==> src/rtl/bcd_pkg.sv <==
`default_nettype none
// ----------------------------------------------------------------------------
// bcd_pkg : shared types and sizing helper for the sequential BCD converter
// Rev 1.0
// ----------------------------------------------------------------------------
package bcd_pkg;

   localparam int BCD_DIGIT_W = 4;

   typedef enum logic [1:0] {
      IDLE  = 2'd0,
      SHIFT = 2'd1,
      DONE  = 2'd2
   } bcd_state_t;

   // Decimal digits needed to represent the largest bin_w-bit unsigned value.
   function automatic int bcd_min_digits(input int bin_w);
      longint unsigned max_val;
      int              n;
      max_val = (64'd1 << bin_w) - 64'd1;
      n = 1;
      while (max_val >= 64'd10) begin
         max_val = max_val / 64'd10;
         n = n + 1;
      end
      return n;
   endfunction

endpackage
`default_nettype wire

==> src/rtl/bcd_dabble_step.sv <==
`default_nettype none
// ----------------------------------------------------------------------------
// bcd_dabble_step : one add-3-then-shift iteration on the {bcd, bin} work reg
// Rev 1.0
// ----------------------------------------------------------------------------
module bcd_dabble_step
   import bcd_pkg::*;
#(
   parameter int BIN_W  = 8,
   parameter int DIGITS = 3
) (
   input  logic [BCD_DIGIT_W*DIGITS+BIN_W-1:0] work_in,
   output logic [BCD_DIGIT_W*DIGITS+BIN_W-1:0] work_out
);

   localparam int WORK_W = BCD_DIGIT_W*DIGITS + BIN_W;

   logic [WORK_W-1:0] adjusted;

   // Digits are corrected independently; the sizing check guarantees no carry out.
   always_comb begin
      adjusted = work_in;
      for (int i = 0; i < DIGITS; i++) begin
         if (work_in[BIN_W + BCD_DIGIT_W*i +: BCD_DIGIT_W] >= 4'd5) begin
            adjusted[BIN_W + BCD_DIGIT_W*i +: BCD_DIGIT_W] =
               work_in[BIN_W + BCD_DIGIT_W*i +: BCD_DIGIT_W] + 4'd3;
         end
      end
   end

   assign work_out = adjusted << 1;

endmodule
`default_nettype wire

==> src/rtl/bcd_seq_conv.sv <==
`default_nettype none
// ----------------------------------------------------------------------------
// bcd_seq_conv : iterative binary-to-BCD converter, one bit per clock, valid/ready
// Rev 1.0
// ----------------------------------------------------------------------------
module bcd_seq_conv
   import bcd_pkg::*;
#(
   parameter int BIN_W  = 8,
   parameter int DIGITS = 3
) (
   input  logic                          clk,
   input  logic                          rst_n,
   input  logic                          in_valid,
   output logic                          in_ready,
   input  logic [BIN_W-1:0]              in_bin,
   output logic                          out_valid,
   input  logic                          out_ready,
   output logic [BCD_DIGIT_W*DIGITS-1:0] bcd_out,
   output logic [DIGITS-1:0]             digit_sig
);

   localparam int BCD_W  = BCD_DIGIT_W*DIGITS;
   localparam int WORK_W = BCD_W + BIN_W;
   localparam int CNT_W  = $clog2(BIN_W + 1);
   localparam logic [CNT_W-1:0] CNT_LAST = CNT_W'(BIN_W - 1);

   generate
      if (BIN_W < 1 || BIN_W > 32) begin : g_bad_bin_w
         $error("bcd_seq_conv: BIN_W must be in 1..32");
      end
      if (DIGITS < bcd_min_digits(BIN_W)) begin : g_too_few_digits
         $error("bcd_seq_conv: DIGITS too small to hold 2**BIN_W-1");
      end
   endgenerate

   bcd_state_t        state;
   logic [CNT_W-1:0]  cnt;
   logic [WORK_W-1:0] work;
   logic [WORK_W-1:0] step_out;
   logic [BCD_W-1:0]  step_bcd;
   logic [DIGITS-1:0] next_sig;
   logic              sig_seen;

   bcd_dabble_step #(
      .BIN_W  (BIN_W),
      .DIGITS (DIGITS)
   ) u_step (
      .work_in  (work),
      .work_out (step_out)
   );

   assign step_bcd = step_out[WORK_W-1 -: BCD_W];
   assign in_ready = (state == IDLE);

   // A digit is significant once any digit at or above it is nonzero.
   always_comb begin
      sig_seen = 1'b0;
      next_sig = '0;
      for (int i = DIGITS - 1; i >= 0; i--) begin
         sig_seen    = sig_seen | (step_bcd[BCD_DIGIT_W*i +: BCD_DIGIT_W] != '0);
         next_sig[i] = sig_seen;
      end
      next_sig[0] = 1'b1;
   end

   always_ff @(posedge clk or negedge rst_n) begin
      if (!rst_n) begin
         state     <= IDLE;
         cnt       <= '0;
         work      <= '0;
         bcd_out   <= '0;
         digit_sig <= DIGITS'(1);
         out_valid <= 1'b0;
      end else begin
         case (state)
            IDLE: begin
               if (in_valid) begin
                  work  <= {{BCD_W{1'b0}}, in_bin};
                  cnt   <= CNT_LAST;
                  state <= SHIFT;
               end
            end
            SHIFT: begin
               work <= step_out;
               if (cnt == '0) begin
                  bcd_out   <= step_bcd;
                  digit_sig <= next_sig;
                  out_valid <= 1'b1;
                  state     <= DONE;
               end else begin
                  cnt <= cnt - CNT_W'(1);
               end
            end
            DONE: begin
               if (out_ready) begin
                  out_valid <= 1'b0;
                  state     <= IDLE;
               end
            end
            default: state <= IDLE;
         endcase
      end
   end

endmodule
`default_nettype wire
==> config.mk <==
export PLATFORM = sky130hd
export DESIGN_NAME = bcd_seq_conv
export DESIGN_NICKNAME = d
export VERILOG_FILES = /design/src/rtl/bcd_pkg.sv /design/src/rtl/bcd_dabble_step.sv /design/src/rtl/bcd_seq_conv.sv
export SDC_FILE = /design/constraint.sdc
export NUM_CORES = 1
export LEC_CHECK = 0
export ABC_AREA = 1
export BUFFER_PORTS_ARGS = -buffer_cell sky130_fd_sc_hd__buf_4
export CORE_ASPECT_RATIO = 0.7
export CORE_MARGIN = 2
export CORE_UTILIZATION = 53
export DETAILED_ROUTE_END_ITERATION = 7
export PLACE_DENSITY = 0.74
export SLEW_MARGIN = 20
export SYNTH_ARGS = -nofsm -noshare
export SYNTH_HDL_FRONTEND = slang
export SYNTH_HIERARCHICAL = 1
export SYNTH_SLANG_ARGS = --single-unit
==> constraint.sdc <==
create_clock -name clk -period 2.25 [get_ports clk]
set_clock_uncertainty 0.2 [all_clocks]
set_input_delay 0.1125 -clock clk [delete_from_list [all_inputs] [get_ports clk]]
set_output_delay 0.1125 -clock clk [all_outputs]
set_load 0.01 [all_outputs]
==> results of run 1 <==
-- per-stage QoR --
step           util, %  power, mW  cells
6_report         65.13      3.759    349
5_1_grt          65.13      4.136    349
4_1_cts          65.13      3.772    349
3_5_place_dp     60.46      3.265    332
3_3_place_gp     60.46      3.206    332
2_1_floorplan        -      2.815    267
-- routing by layer --
layer  share of wire, %  up-vias
met5                  0        -
met4                  0        0
met3                5.9        0
met2                 45       51
met1                 49      838
li1                   -      897
-- area by class of cell --
class | count | area, um^2 | area share [%]
Clock buffer | 7 | 86.33 | 3.319
Timing Repair Buffer | 41 | 345.3 | 13.28
Inverter | 35 | 131.4 | 5.051
Multi-Input combinational cell | 173 | 947.2 | 36.41
Sequential cell | 41 | 1026 | 39.44
Tap cell | 52 | 65.06 | 2.501
-- critical path, cell delays in order, from the launching register on --
cell	delay [ps]
dfrtp_1	420
inv_1	100
ha_1	150
inv_1	60
nand2_1	80
nand3_1	110
nand2_1	80
o21ai_0	80
inv_1	100
nand2_1	50
nor3_1	250
nand2_1	90
nand2_1	70
nand2_1	40
-- cells in the mapped netlist --
cell type	count	area, um^2
conb_1	2	7.510
o21ai_2	15	131.4
nor3_1	2	10.01
nand4_1	1	6.260
a21oi_1	10	50.05
inv_2	4	15.01
buf_6	3	33.78
clkinv_1	1	3.750
nor2_1	20	75.07
o31ai_1	1	7.510
a21oi_2	2	17.52
buf_4	11	82.58
nand2_2	5	31.28
nor2_4	5	56.30
ha_1	7	87.58
nand3_4	1	17.52
inv_1	30	112.6
nand2_1	53	198.9
o21ai_0	28	140.1
nand3_1	19	95.09
clkbuf_1	1	3.750
nor3b_1	1	7.510
dfrtp_1	41	1026
buf_2	3	15.01
o21bai_1	1	7.510
-- worst max path at each step --
stage | to | slack [ps] | cells past startpoint | from
2_1_floorplan | digit_sig[1] | 500 | 13 | work[16]
3_3_place_gp | digit_sig[1] | 410 | 13 | work[16]
3_5_place_dp | digit_sig[1] | 310 | 13 | work[16]
4_1_cts | digit_sig[1] | 300 | 13 | work[16]
5_1_grt | digit_sig[1] | 130 | 13 | work[16]
6_report | digit_sig[1] | 270 | 13 | work[16]
-- state kept, by name, indices dropped and copies added, names as in the netlist --
name / count
work: 20
cnt: 4
out_valid: 1
bcd_out: 12
state: 2
digit_sig: 2
-- kinds of logic after synthesis --
| family | share of synthesized area, % |
|---|---|
| AOI/OAI and AO/OA | 15.81 |
| adders and majority gates | 3.910 |
| buffers and inverters | 11.90 |
| DFF | 45.81 |
| other | 0.3353 |
| and+or+nand+nor | 22.23 |
-- where the power goes --
part	internal [mW]	leakage [nW]	switching, mW
Clock	0.243	0.0443	0.233
Sequential	1.08	0.508	0.250
Combinational	0.756	0.734	1.20
Total	2.08	1.29	1.68
==> impl_metrics.ini, run 1 <==
[cells_and_area]
drive_above_1_share_pct = 23.23
area_delta_synth_final_pct = 16.15
fillCellCount = 356
nets = 316
final_common_cell = nand2_1
final_cell_mix = 53 x nand2_1, 41 x dfrtp_1, 30 x inv_1, 30 x buf_4, 28 x o21ai_0
antenna_cells = 0
fin_area_um2 = 2601

[cts]
cts.sinks = 41
cts_root_buf = clkbuf_8
cts_buffers = 5
clk_pin_slew_ps = 80
cts_tree = done
cts_hold_buf = 10
h-tree-depth = 2
cts_buffer_depth = 2
postCtsSetupRepairBufs = 0
clk_latency_ps = 280
cts_resized = 0

[worst_setup_path]
arrival_ps = 1960
startpoint_type = flip-flop
critPathRequiredTime_ps = 2230
reg2regPathDepth = 13
worstSetupPathType = flip-flop to flip-flop
rr_endpoint = digit_sig[1]
critPathCaptureType = flip-flop
r2r-start = work[16]
rrSetupSlack_ps = 270
path_max_fanout = 4

[global_route]
met3_usage_pct = 5.521
use_met1_pct = 30.68
grt_pass1_vias = 1735
grtUsageMet2_pct = 35.01
top_usage_layer = met2
grt_max_degree = 42
grt_antenna_before_repair = 0
overflow = 0
track_usage_pct = 21.56
grt_pass1_wl_mm = 7.990

[sta]
hold_violations = 0
min_period_ps = 1983
max_freq_ghz = 0.5044
tightest_slew_ps = 502.6
min_period_over_period_pct = 88.12
hold_ws_ps = 141.9
slew_headroom_pct = 66.49
fin_ws_ps = 267.4
setup_tns_ps = 0
setup_violations = 0
rsz0062_at_grt = no
drv_slew = 0

[die]
rows = 19
die_x_um = 81.70
design.core.area_um2 = 3994
die_h_um = 58.39
io_pins = 29
floorplan.initialDensity_pct = 56.08
dieArea_um2 = 4770

[worst_hold_path]
hold_class = input pin to async pin

[yosys]
synth_cell_types = 25
ys_ff_latch = 41
synth.yosys.warnings = 6
netlist_area_um2 = 2240
synth-seq-area-share_pct = 45.81
synth_cells = 267
avgSynthCellArea_um2 = 8.388
syn-num-nets = 286

[place]
place_area_um2 = 2415
port-buffer-count = 27
post-dp-hpwl_mm = 3.117
post-place-ws_ps = 305.2
gp_congestion = 0.8238

[drt]
vias_per_cell = 5.117
wl_mm = 4.439
wl_per_cell_um = 12.72
drtIter0Drc = 94
via_count = 1786
drtAntennaViolNets = 0
drc = 0
first_pass_iters = 4

[power_and_ir_drop]
ir_drop_mv = 0.7962
power_density_nw_per_um2 = 1445
power.leakage_nw = 1.287

[run]
cap_violations = 0

[outcome]
outcome = finished clean
No activity file was read; power rests on OpenSTA's default activity.
==> run 2: changes to the inputs <==
- CORE_UTILIZATION: 53 -> 28
- CTS_CLUSTER_SIZE: default -> 25
- PLACE_DENSITY: 0.74 -> default
==> run 2 against run 1 <==
  * Worst hold slack better by 6.4 ps
  * Clock power increased by 77%
  * Utilization is 30 points lower
  * Clock-buffer cell count is 1 lower
  * Register-to-register slack worse by 40 ps
  * Non-clock buffer count stayed put
==> impl_metrics.ini, run 2 (synthesis gave the netlist of run 1 again) <==
[worst_hold_path]
hold_class = input pin to async pin

[drt]
drc = 0
drtIter0Drc = 125
drtAntennaViolNets = 0
vias_per_cell = 4.411
via_count = 1760
first_pass_iters = 4
wl_mm = 4.615
wl_per_cell_um = 11.57

[cells_and_area]
top_regs = work: 20 flops, bcd_out: 12 flops, cnt: 4 flops
antenna_cells = 0
final_cell_mix = 53 x nand2_1, 41 x dfrtp_1, 30 x inv_1, 30 x buf_4, 28 x o21ai_0
drive_above_1_share_pct = 23.83
nets = 316
top_register = work
multi_input_area_um2 = 947.2
fillCellCount = 792
final_common_cell = nand2_1
seqCellArea_um2 = 1026
largest_reg_flops = 20
area_delta_synth_final_pct = 22.91

[place]
port-buffer-count = 27
post-dp-hpwl_mm = 3.152
gp_congestion = 0.7686

[worst_setup_path]
startpoint_type = flip-flop
worstSetupPathType = flip-flop to flip-flop
rr_endpoint = digit_sig[1]
reg2regPathDepth = 11
critPathCaptureType = flip-flop
critPathRequiredTime_ps = 2220
path_max_fanout = 4
arrival_ps = 1990
rrSetupSlack_ps = 230
r2r-start = work[13]

[cts]
h-tree-depth = 2
cts_root_buf = clkbuf_16
clk_pin_slew_ps = 60
cts_buffer_depth = 2
cts_buffers = 5
cts.sinks = 41
cts_resized = 0
cts_tree = done
clk_latency_ps = 280

[sta]
setup_tns_ps = 0
hold_violations = 0
min_period_ps = 2025
rsz0062_at_grt = no
tightest_slew_ps = 532.5
max_freq_ghz = 0.4938
min_period_over_period_pct = 90.00
drv_slew = 0
setup_violations = 0
slew_headroom_pct = 64.50

[outcome]
outcome = finished clean

[power_and_ir_drop]
power.leakage_nw = 1.325
power.total_mw = 4.097
power_density_nw_per_um2 = 1488
ir_drop_mv = 0.4323

[die]
dieArea_um2 = 8741
io_pins = 29
die_h_um = 78.83
die_x_um = 110.9
rows = 27
floorplan.initialDensity_pct = 28.70
design.core.area_um2 = 7804

[global_route]
track_usage_pct = 11.35
grt_pass1_vias = 1730
grt_pass1_wl_mm = 8.073
grt_antenna_before_repair = 0
grt_max_degree = 42
overflow = 0

[run]
cap_violations = 0
==> run 2: changes by cell type in the layout (fill, tap and decap cells not counted), sizes merged <==
cell | previous run | this run
bufinv | 0 | 1
clkbuf | 7 | 6
clkinvlp | 0 | 1
==> run 2: final cells by class <==
type / count / area share [%]
clock inverters: 2 / 1.364
clock buffers: 6 / 5.045
repair buffers: 41 / 12.55
inverters: 35 / 4.773
multi-input cells: 173 / 34.41
well taps: 101 / 4.591
flip-flops and latches: 41 / 37.27
==> run 2: per-layer routing <==
metal | vias up | wire [um] | global-route usage, %
li1 | 908 | - | -
met1 | 813 | 2320 | 14.98
met2 | 30 | 2051 | 17.85
met3 | 9 | 159 | 3.053
met4 | 0 | 84 | 4.500
met5 | - | 0 | 0
==> run 2: worst max-delay path, cell delays in order (launching register included) <==
cell and delay [ps]:
dfrtp_1 410, inv_1 110, ha_1 210, nor2_4 70
nor2_4 160, a21oi_2 40, inv_1 110, nand2_1 70
nor3_1 330, nand2_1 100, nand2_1 70, nand2_1 40
==> run 2: worst max-delay path by stage <==
stage	from	endpoint	slack (ps)	depth (start not counted)
2_1_floorplan	work[16]	digit_sig[1]	500	13
3_3_place_gp	work[16]	digit_sig[1]	370	13
3_5_place_dp	work[12]	digit_sig[1]	270	11
4_1_cts	work[13]	digit_sig[1]	260	11
5_1_grt	work[17]	digit_sig[1]	50	13
6_report	work[13]	digit_sig[1]	230	11
==> run 2: what timing repair did <==
action,4_1_cts,5_1_grt
buffers inserted,0,0
endpoints found under the setup margin,0,0
hold buffers,10,0
hold endpoints to repair,51,0
==> run 2: through the flow <==
| step | utilization (%) | cells | cell area [um^2] | hold slack (ps) | setup slack, ps |
|---|---|---|---|---|---|
| detailed placement | 31.73 | 381 | 2476 | -64.70 | 267.1 |
| global placement | 31.73 | 381 | 2476 | -61.24 | 369.0 |
| floorplan | - | 267 | 2240 | -383.1 | 501.7 |
| CTS | 35.27 | 399 | 2753 | 173.8 | 257.1 |
| global route | 35.27 | 399 | 2753 | 227.9 | 46.54 |
| finish | 35.27 | 399 | 2753 | 148.3 | 225.0 |
==> run 2: power breakdown <==
group | switching [mW] | total [mW] | internal, mW
registers | 0.250 | 1.33 | 1.08
logic | 1.18 | 1.93 | 0.748
clock network | 0.287 | 0.841 | 0.553
total | 1.71 | 4.10 | 2.38
